==> config.mk <==
export PLATFORM = sky130hd
export DESIGN_NAME = program_sequencer_flat
export DESIGN_NICKNAME = d
export VERILOG_FILES = /design/src/rtl/program_sequencer_if.sv /design/src/rtl/program_sequencer.sv /design/src/flat_wrapper.sv
export SDC_FILE = /design/constraint.sdc
export NUM_CORES = 1
export LEC_CHECK = 0
export CORE_UTILIZATION = 40
export CTS_CLUSTER_DIAMETER = 200
export CTS_CLUSTER_SIZE = 30
export DETAILED_ROUTE_END_ITERATION = 16
export GPL_ROUTABILITY_DRIVEN = 1
export HOLD_SLACK_MARGIN = 0.05
export PLACE_DENSITY_LB_ADDON = 0.25
export SKIP_LAST_GASP = 1
export SLEW_MARGIN = 20
export SYNTH_ARGS = -nofsm -noshare
export SYNTH_HDL_FRONTEND = slang
export SYNTH_SLANG_ARGS = --single-unit
==> constraint.sdc <==
create_clock -name CLK -period 3 [get_ports CLK]
set_input_delay 0.45 -clock CLK [delete_from_list [all_inputs] [get_ports CLK]]
set_output_delay 0.45 -clock CLK [all_outputs]
set_load 0.005 [all_outputs]
==> src/rtl/program_sequencer_if.sv <==
// Handshake bundle between the program sequencer, the fetch unit (Init/DONE/Start_addr)
// and the result consumer.
interface program_sequencer_if;
  logic        Start;
  logic        DONE;
  logic        Init;
  logic [15:0] Start_addr;
  logic [3:0]  Prog_id;
  logic        Busy;
  logic        Result_valid;
  logic        Result_ready;
  logic [3:0]  Result_prog;
  logic [31:0] Result_cycles;
  logic        Result_timeout;
  logic        All_done;

  modport master (
    input  Start, DONE, Result_ready,
    output Init, Start_addr, Prog_id, Busy, Result_valid,
           Result_prog, Result_cycles, Result_timeout, All_done
  );

  modport slave (
    output Start, DONE, Result_ready,
    input  Init, Start_addr, Prog_id, Busy, Result_valid,
           Result_prog, Result_cycles, Result_timeout, All_done
  );
endinterface

==> src/rtl/program_sequencer.sv <==
// Steps the fetch unit through NUM_PROGS programs: Init hold, run until DONE or timeout,
// then report the cycle count on a valid/ready port.
module program_sequencer #(
  parameter int                      NUM_PROGS      = 3,
  parameter logic [16*NUM_PROGS-1:0] START_ADDRS    = {16'd301, 16'd124, 16'd66},
  parameter int                      INIT_CYCLES    = 2,
  parameter logic [31:0]             TIMEOUT_CYCLES = 32'd100000
) (
  input logic                 CLK,
  input logic                 Reset_n,
  program_sequencer_if.master bus
);

  typedef enum logic [2:0] {IDLE, INIT, RUN, REPORT, FINISHED} state_t;

  localparam int             IW        = (INIT_CYCLES > 1) ? $clog2(INIT_CYCLES) : 1;
  localparam logic [IW-1:0]  INIT_LAST = IW'(INIT_CYCLES - 1);
  localparam logic [3:0]     LAST_PROG = 4'(NUM_PROGS - 1);
  localparam logic [31:0]    CNT_LAST  = TIMEOUT_CYCLES - 32'd1;

  state_t        state;
  logic [IW-1:0] init_cnt;
  logic [31:0]   cycle_cnt;
  logic [3:0]    prog_id;
  logic [3:0]    res_prog;
  logic [31:0]   res_cycles;
  logic          res_timeout;
  logic [15:0]   addr_tab [16];

  // Full 16-entry table so any 4-bit program index selects a defined value.
  for (genvar i = 0; i < 16; i++) begin : g_addr
    if (i < NUM_PROGS) begin : g_used
      assign addr_tab[i] = START_ADDRS[16*i +: 16];
    end else begin : g_unused
      assign addr_tab[i] = 16'd0;
    end
  end

  always_ff @(posedge CLK or negedge Reset_n) begin
    if (!Reset_n) begin
      state       <= IDLE;
      init_cnt    <= '0;
      cycle_cnt   <= '0;
      prog_id     <= '0;
      res_prog    <= '0;
      res_cycles  <= '0;
      res_timeout <= 1'b0;
    end else begin
      case (state)
        IDLE, FINISHED: begin
          if (bus.Start) begin
            prog_id  <= '0;
            init_cnt <= '0;
            state    <= INIT;
          end
        end
        INIT: begin
          if (init_cnt == INIT_LAST) begin
            init_cnt  <= '0;
            cycle_cnt <= '0;
            state     <= RUN;
          end else begin
            init_cnt <= init_cnt + 1'b1;
          end
        end
        RUN: begin
          // DONE takes priority over a timeout landing on the same cycle.
          if (bus.DONE) begin
            res_prog    <= prog_id;
            res_cycles  <= cycle_cnt;
            res_timeout <= 1'b0;
            state       <= REPORT;
          end else if (cycle_cnt == CNT_LAST) begin
            res_prog    <= prog_id;
            res_cycles  <= TIMEOUT_CYCLES;
            res_timeout <= 1'b1;
            state       <= REPORT;
          end else begin
            cycle_cnt <= cycle_cnt + 32'd1;
          end
        end
        REPORT: begin
          if (bus.Result_ready) begin
            if (prog_id == LAST_PROG) begin
              state <= FINISHED;
            end else begin
              prog_id  <= prog_id + 4'd1;
              init_cnt <= '0;
              state    <= INIT;
            end
          end
        end
        default: state <= IDLE;
      endcase
    end
  end

  assign bus.Init           = (state != RUN);
  assign bus.Busy           = (state == INIT) || (state == RUN) || (state == REPORT);
  assign bus.Result_valid   = (state == REPORT);
  assign bus.All_done       = (state == FINISHED);
  assign bus.Prog_id        = prog_id;
  assign bus.Start_addr     = addr_tab[prog_id];
  assign bus.Result_prog    = res_prog;
  assign bus.Result_cycles  = res_cycles;
  assign bus.Result_timeout = res_timeout;

endmodule

==> src/flat_wrapper.sv <==
// flat-port wrapper written by rule: the top's interface ports become plain ports
module program_sequencer_flat 
#(
  parameter int                      NUM_PROGS      = 3,
  parameter logic [16*NUM_PROGS-1:0] START_ADDRS    = {16'd301, 16'd124, 16'd66},
  parameter int                      INIT_CYCLES    = 2,
  parameter logic [31:0]             TIMEOUT_CYCLES = 32'd100000
)
  (CLK, Reset_n, bus_Start, bus_DONE, bus_Result_ready, bus_Init, bus_Start_addr, bus_Prog_id, bus_Busy, bus_Result_valid, bus_Result_prog, bus_Result_cycles, bus_Result_timeout, bus_All_done);
  program_sequencer_if bus_i ();
  input logic CLK;
  input logic Reset_n;
  input wire logic [$bits(bus_i.Start)-1:0] bus_Start;
  input wire logic [$bits(bus_i.DONE)-1:0] bus_DONE;
  input wire logic [$bits(bus_i.Result_ready)-1:0] bus_Result_ready;
  output wire logic [$bits(bus_i.Init)-1:0] bus_Init;
  output wire logic [$bits(bus_i.Start_addr)-1:0] bus_Start_addr;
  output wire logic [$bits(bus_i.Prog_id)-1:0] bus_Prog_id;
  output wire logic [$bits(bus_i.Busy)-1:0] bus_Busy;
  output wire logic [$bits(bus_i.Result_valid)-1:0] bus_Result_valid;
  output wire logic [$bits(bus_i.Result_prog)-1:0] bus_Result_prog;
  output wire logic [$bits(bus_i.Result_cycles)-1:0] bus_Result_cycles;
  output wire logic [$bits(bus_i.Result_timeout)-1:0] bus_Result_timeout;
  output wire logic [$bits(bus_i.All_done)-1:0] bus_All_done;
  assign bus_i.Start = bus_Start;
  assign bus_i.DONE = bus_DONE;
  assign bus_i.Result_ready = bus_Result_ready;
  assign bus_Init = bus_i.Init;
  assign bus_Start_addr = bus_i.Start_addr;
  assign bus_Prog_id = bus_i.Prog_id;
  assign bus_Busy = bus_i.Busy;
  assign bus_Result_valid = bus_i.Result_valid;
  assign bus_Result_prog = bus_i.Result_prog;
  assign bus_Result_cycles = bus_i.Result_cycles;
  assign bus_Result_timeout = bus_i.Result_timeout;
  assign bus_All_done = bus_i.All_done;
  program_sequencer #(.NUM_PROGS(NUM_PROGS), .START_ADDRS(START_ADDRS), .INIT_CYCLES(INIT_CYCLES), .TIMEOUT_CYCLES(TIMEOUT_CYCLES)) u_core (.CLK(CLK), .Reset_n(Reset_n), .bus(bus_i));
endmodule
==> impl_metrics.prom <==
# TYPE chip_impl_metric gauge
chip_impl_metric{name="floorplan.io_pins",unit=""} 66
chip_impl_metric{name="hpwl",unit="mm"} 6.11
chip_impl_metric{name="synthCells",unit=""} 398
chip_impl_metric{name="dieArea",unit="µm²"} 10100
chip_impl_metric{name="gr-usage-met3",unit="%"} 5.15
chip_impl_metric{name="finalHoldViolCount",unit=""} 0
chip_impl_info{name="worstSetupStartpointType",value="flip-flop"} 1
chip_impl_info{name="timing.critical_path.max_delay_family",value="simple AND/OR/NAND/NOR gates"} 1
chip_impl_info{name="cp-end-kind",value="flip-flop"} 1
chip_impl_metric{name="chipWidth",unit="µm"} 100
chip_impl_metric{name="sequential_cell_area_fraction_in_the_yosys_report",unit="%"} 49.7
chip_impl_metric{name="netlist.area_leader.share",unit="%"} 49.7
chip_impl_metric{name="gr-usage-met1",unit="%"} 26.1
chip_impl_metric{name="clockPowerShare",unit="%"} 24.6
chip_impl_metric{name="effective_utilization_at_floorplan",unit="%"} 41.5
chip_impl_metric{name="groute.usage.overall",unit="%"} 19.2
chip_impl_metric{name="die-height",unit="µm"} 100
chip_impl_metric{name="ys_async_sr_fraction",unit="%"} 100
chip_impl_info{name="synth_area_leader_cell",value="dfrtp_1"} 1
chip_impl_metric{name="power.sequential.fraction",unit="%"} 41.8
chip_impl_info{name="cts-root-buf",value="clkbuf_8"} 1
chip_impl_metric{name="cts_inserted_buffers",unit=""} 9
chip_impl_info{name="timing.critical_path.cells",value="ha_1, and4_1, and2_1, a41oi_4, and2_1, nand2_1, o31ai_1"} 1
chip_impl_metric{name="vias",unit=""} 3197
chip_impl_metric{name="final_core_util",unit="%"} 50.0
chip_impl_info{name="crit_top_cell",value="and2_1"} 1
chip_impl_metric{name="placeableCoreArea",unit="µm²"} 9330
chip_impl_metric{name="cp_slowest_stage_delay",unit="ns"} 0.51
chip_impl_metric{name="insertion_delay",unit="ns"} 0.36
chip_impl_metric{name="power.static_leakage",unit="nW"} 2.02
chip_impl_metric{name="final_layout_size_suffix_gt1_share",unit="%"} 8.22
chip_impl_info{name="yosys-top-cells-count",value="dfrtp_1, nand2_1, o21ai_0"} 1
chip_impl_metric{name="worstMarginPinSlew",unit="ns"} 0.938
chip_impl_metric{name="dr.first_iter.drc_count",unit=""} 212
chip_impl_metric{name="worst_setup_hold_path_clk_slew",unit="ns"} 0.08
chip_impl_metric{name="wire_per_inst",unit="µm"} 15.6
chip_impl_metric{name="route.antenna.remaining_nets",unit=""} 0
chip_impl_metric{name="grt_pass1_wl",unit="mm"} 15.0
chip_impl_metric{name="first_global_vias",unit=""} 2997
chip_impl_metric{name="detail_route.first_pass.iterations",unit=""} 5
chip_impl_metric{name="cts_num_sinks",unit=""} 77
chip_impl_metric{name="flow.area_growth_from_synthesis",unit="%"} 20.5
chip_impl_metric{name="total_of_max_cap_violations",unit=""} 0
chip_impl_metric{name="gate_power_share",unit="%"} 33.6
chip_impl_metric{name="final-max-slew-violation-count",unit=""} 0
chip_impl_metric{name="synthesis.area",unit="µm²"} 3870
chip_impl_metric{name="cts_setup_buffers",unit=""} 0
chip_impl_metric{name="timing.clock.skew",unit="ns"} 0.00751
chip_impl_metric{name="cts_hold_buf",unit=""} 0
chip_impl_info{name="synth_top_cells_by_area",value="dfrtp_1, o21ai_0, a22o_1"} 1
chip_impl_metric{name="antenna_found_initial",unit=""} 0
chip_impl_metric{name="cp.required",unit="ns"} 3.27
chip_impl_info{name="gr-max-usage-layer",value="met2"} 1
chip_impl_metric{name="portBuffers",unit=""} 57
chip_impl_metric{name="worstPathMaxFanout",unit=""} 20
chip_impl_metric{name="switching_share",unit="%"} 33.8
chip_impl_metric{name="maxClockFrequency",unit="MHz"} 386
chip_impl_metric{name="count_of_state_elements_after_synthesis",unit=""} 77
chip_impl_metric{name="grt_max_degree",unit=""} 78
chip_impl_metric{name="htree_levels",unit=""} 3
chip_impl_metric{name="diodes",unit=""} 0
chip_impl_metric{name="detail_route.wirelength",unit="mm"} 9.03
chip_impl_info{name="worst_hold_path_type",value="in -> async"} 1
chip_impl_metric{name="design.final.nets",unit=""} 455
chip_impl_metric{name="finalCriticalPeriod",unit="ns"} 2.59
chip_impl_info{name="post-synth-top-count-cell",value="dfrtp_1"} 1
chip_impl_info{name="dominantRegCellSynth",value="dfrtp_1"} 1
chip_impl_metric{name="synth_cell_types",unit=""} 51
chip_impl_metric{name="p_int",unit="mW"} 2.06
chip_impl_metric{name="place_congestion",unit=""} 0.905
chip_impl_metric{name="power_dissipated_by_switching_net_loads",unit="mW"} 1.05
chip_impl_metric{name="power_density",unit="nW/µm²"} 668
chip_impl_metric{name="timing.setup.tns",unit="ns"} 0
chip_impl_info{name="setup_repair_after_global_routing_missed_its_margin",value="false"} 1
chip_impl_metric{name="holdWs",unit="ns"} 0.233
chip_impl_metric{name="rows",unit=""} 35
chip_impl_info{name="run_status",value="completed"} 1
chip_impl_metric{name="min_period_over_period",unit="%"} 86.4
chip_impl_metric{name="drc_viols",unit=""} 0
chip_impl_metric{name="gr-total-overflow",unit=""} 0
chip_impl_info{name="tritoncts_clock_tree",value="built"} 1
chip_impl_metric{name="slew_headroom",unit="%"} 37.5
chip_impl_info{name="worst-setup-path-type",value="reg -> reg"} 1
chip_impl_metric{name="cts_resized",unit=""} 0
chip_impl_metric{name="vias_per_cell",unit=""} 5.52
chip_impl_metric{name="clock_path_buffers",unit=""} 2
chip_impl_metric{name="irDropWorstVdd",unit="mV"} 0.413
chip_impl_metric{name="grt.met2_usage",unit="%"} 29.9
chip_impl_metric{name="setup_viol",unit=""} 0
chip_impl_metric{name="timing.critical_path.arrival",unit="ns"} 2.86
chip_impl_metric{name="synth_edf_count",unit=""} 0
chip_impl_info{name="worst_path_max_delay_cell",value="a41oi_4"} 1
chip_impl_metric{name="syn_avg_cell_area",unit="µm²"} 9.73
chip_impl_metric{name="timing.critical_path.buf_inv",unit=""} 0
chip_impl_metric{name="yosys_warnings",unit=""} 0
[sequential cells by signal (all words and copies together) (netlist names)]
| signal | cells |
|---|---|
| u_core.state | 3 |
| u_core.bus.Result_cycles | 32 |
| u_core.init_cnt | 1 |
| u_core.bus.Result_prog | 4 |
| u_core.bus.Result_timeout | 1 |
| u_core.bus.Prog_id | 4 |
| u_core.cycle_cnt | 32 |
[path summary, 6_finish.rpt]
check                                                       from                                        to  slack, ns  depth (start not counted)
max in group asynchronous                                Reset_n         u_core.bus.Prog_id[0]$_DFFE_PN0P_       2.16                          1
setup reg to reg                 u_core.cycle_cnt[0]$_DFFE_PN0P_          u_core.cycle_cnt[20]$_DFFE_PN0P_       0.41                          7
setup / recovery                 u_core.cycle_cnt[0]$_DFFE_PN0P_          u_core.cycle_cnt[20]$_DFFE_PN0P_       0.41                          7
min in group CLK           u_core.bus.Result_prog[0]$_DFFE_PN0P_     u_core.bus.Result_prog[0]$_DFFE_PN0P_       0.49                          2
hold / removal                                           Reset_n  u_core.bus.Result_cycles[23]$_DFFE_PN0P_       0.23                          1
hold reg to reg            u_core.bus.Result_prog[0]$_DFFE_PN0P_     u_core.bus.Result_prog[0]$_DFFE_PN0P_       0.49                          2
[kinds of logic (layout without fill, tap and decap cells)]
group | count (synthesis) | in the layout | synth area share (%)
buffers and inverters | 41 | 86 | 5.81
other | 1 | 8 | 0.0968
DFF | 77 | 77 | 49.7
adders and majority gates | 5 | 5 | 1.61
AOI/OAI and AO/OA | 138 | 138 | 23.4
and+or+nand+nor | 135 | 135 | 19.0
muxes | 1 | 1 | 0.291
[layout make-up]
type	count	area, µm²
inverters	7	26.3
repair buffers	63	613
flip-flops and latches	77	1930
clock inverters	6	63.8
fillers	905	4660
clock buffers	10	128
well taps	129	161
multi-input cells	287	1750
[power by group through the flow]
stage	clock [mW]	combinational [mW]	sequential, mW
global route	0.835	1.16	1.32
floorplan	0	0.636	1.27
finish	0.767	1.05	1.30
global placement	0	1.03	1.32
CTS	0.785	1.06	1.30
detailed placement	0	1.05	1.32
[layer usage]
| metal | part of all wire (%) | routed length [µm] |
|---|---|---|
| met1 | 46 | 4160 |
| met2 | 47 | 4280 |
| met3 | 5.5 | 497 |
| met4 | 1.1 | 97 |
| met5 | 0 | 0 |
[cells in the final DEF (no fill, tap or decap), drive strengths merged, types with 4 or more instances in the layout]
cell type      synthesis  final
dfrtp                 77     77
clkdlybuf4s50          0     56
o21ai                 53     53
nand2                 46     46
a22o                  25     25
a21oi                 23     23
nor2                  20     20
nand3                 16     16
a31oi                 13     13
clkbuf                13     10
nor3                  10     10
o31ai                  9      9
conb                   1      8
nand4                  8      8
inv                    7      7
buf                   20      7
and3                   7      7
and2                   6      6
o22a                   6      6
and4                   6      6
ha                     5      5
nand2b                 5      5
nor4                   4      4
[worst reg2reg max path, cell delays in order (launching register included)]
cell and delay, ns:
dfrtp_1 0.45, ha_1 0.27, and4_1 0.22, and2_1 0.21
a41oi_4 0.51, and2_1 0.47, nand2_1 0.16, o31ai_1 0.22
[stage by stage]
step / setup WS, ns / area, µm² / std cells / power (mW)
2_1_floorplan: 0.855 / 3900 / 405 / 1.91
3_3_place_gp: 0.498 / 4480 / 563 / 2.35
6_report: 0.409 / 4670 / 579 / 3.12
5_1_grt: 0.216 / 4670 / 579 / 3.32
3_5_place_dp: 0.439 / 4480 / 563 / 2.38
4_1_cts: 0.394 / 4670 / 579 / 3.15
(Power assumes the default switching activity.)
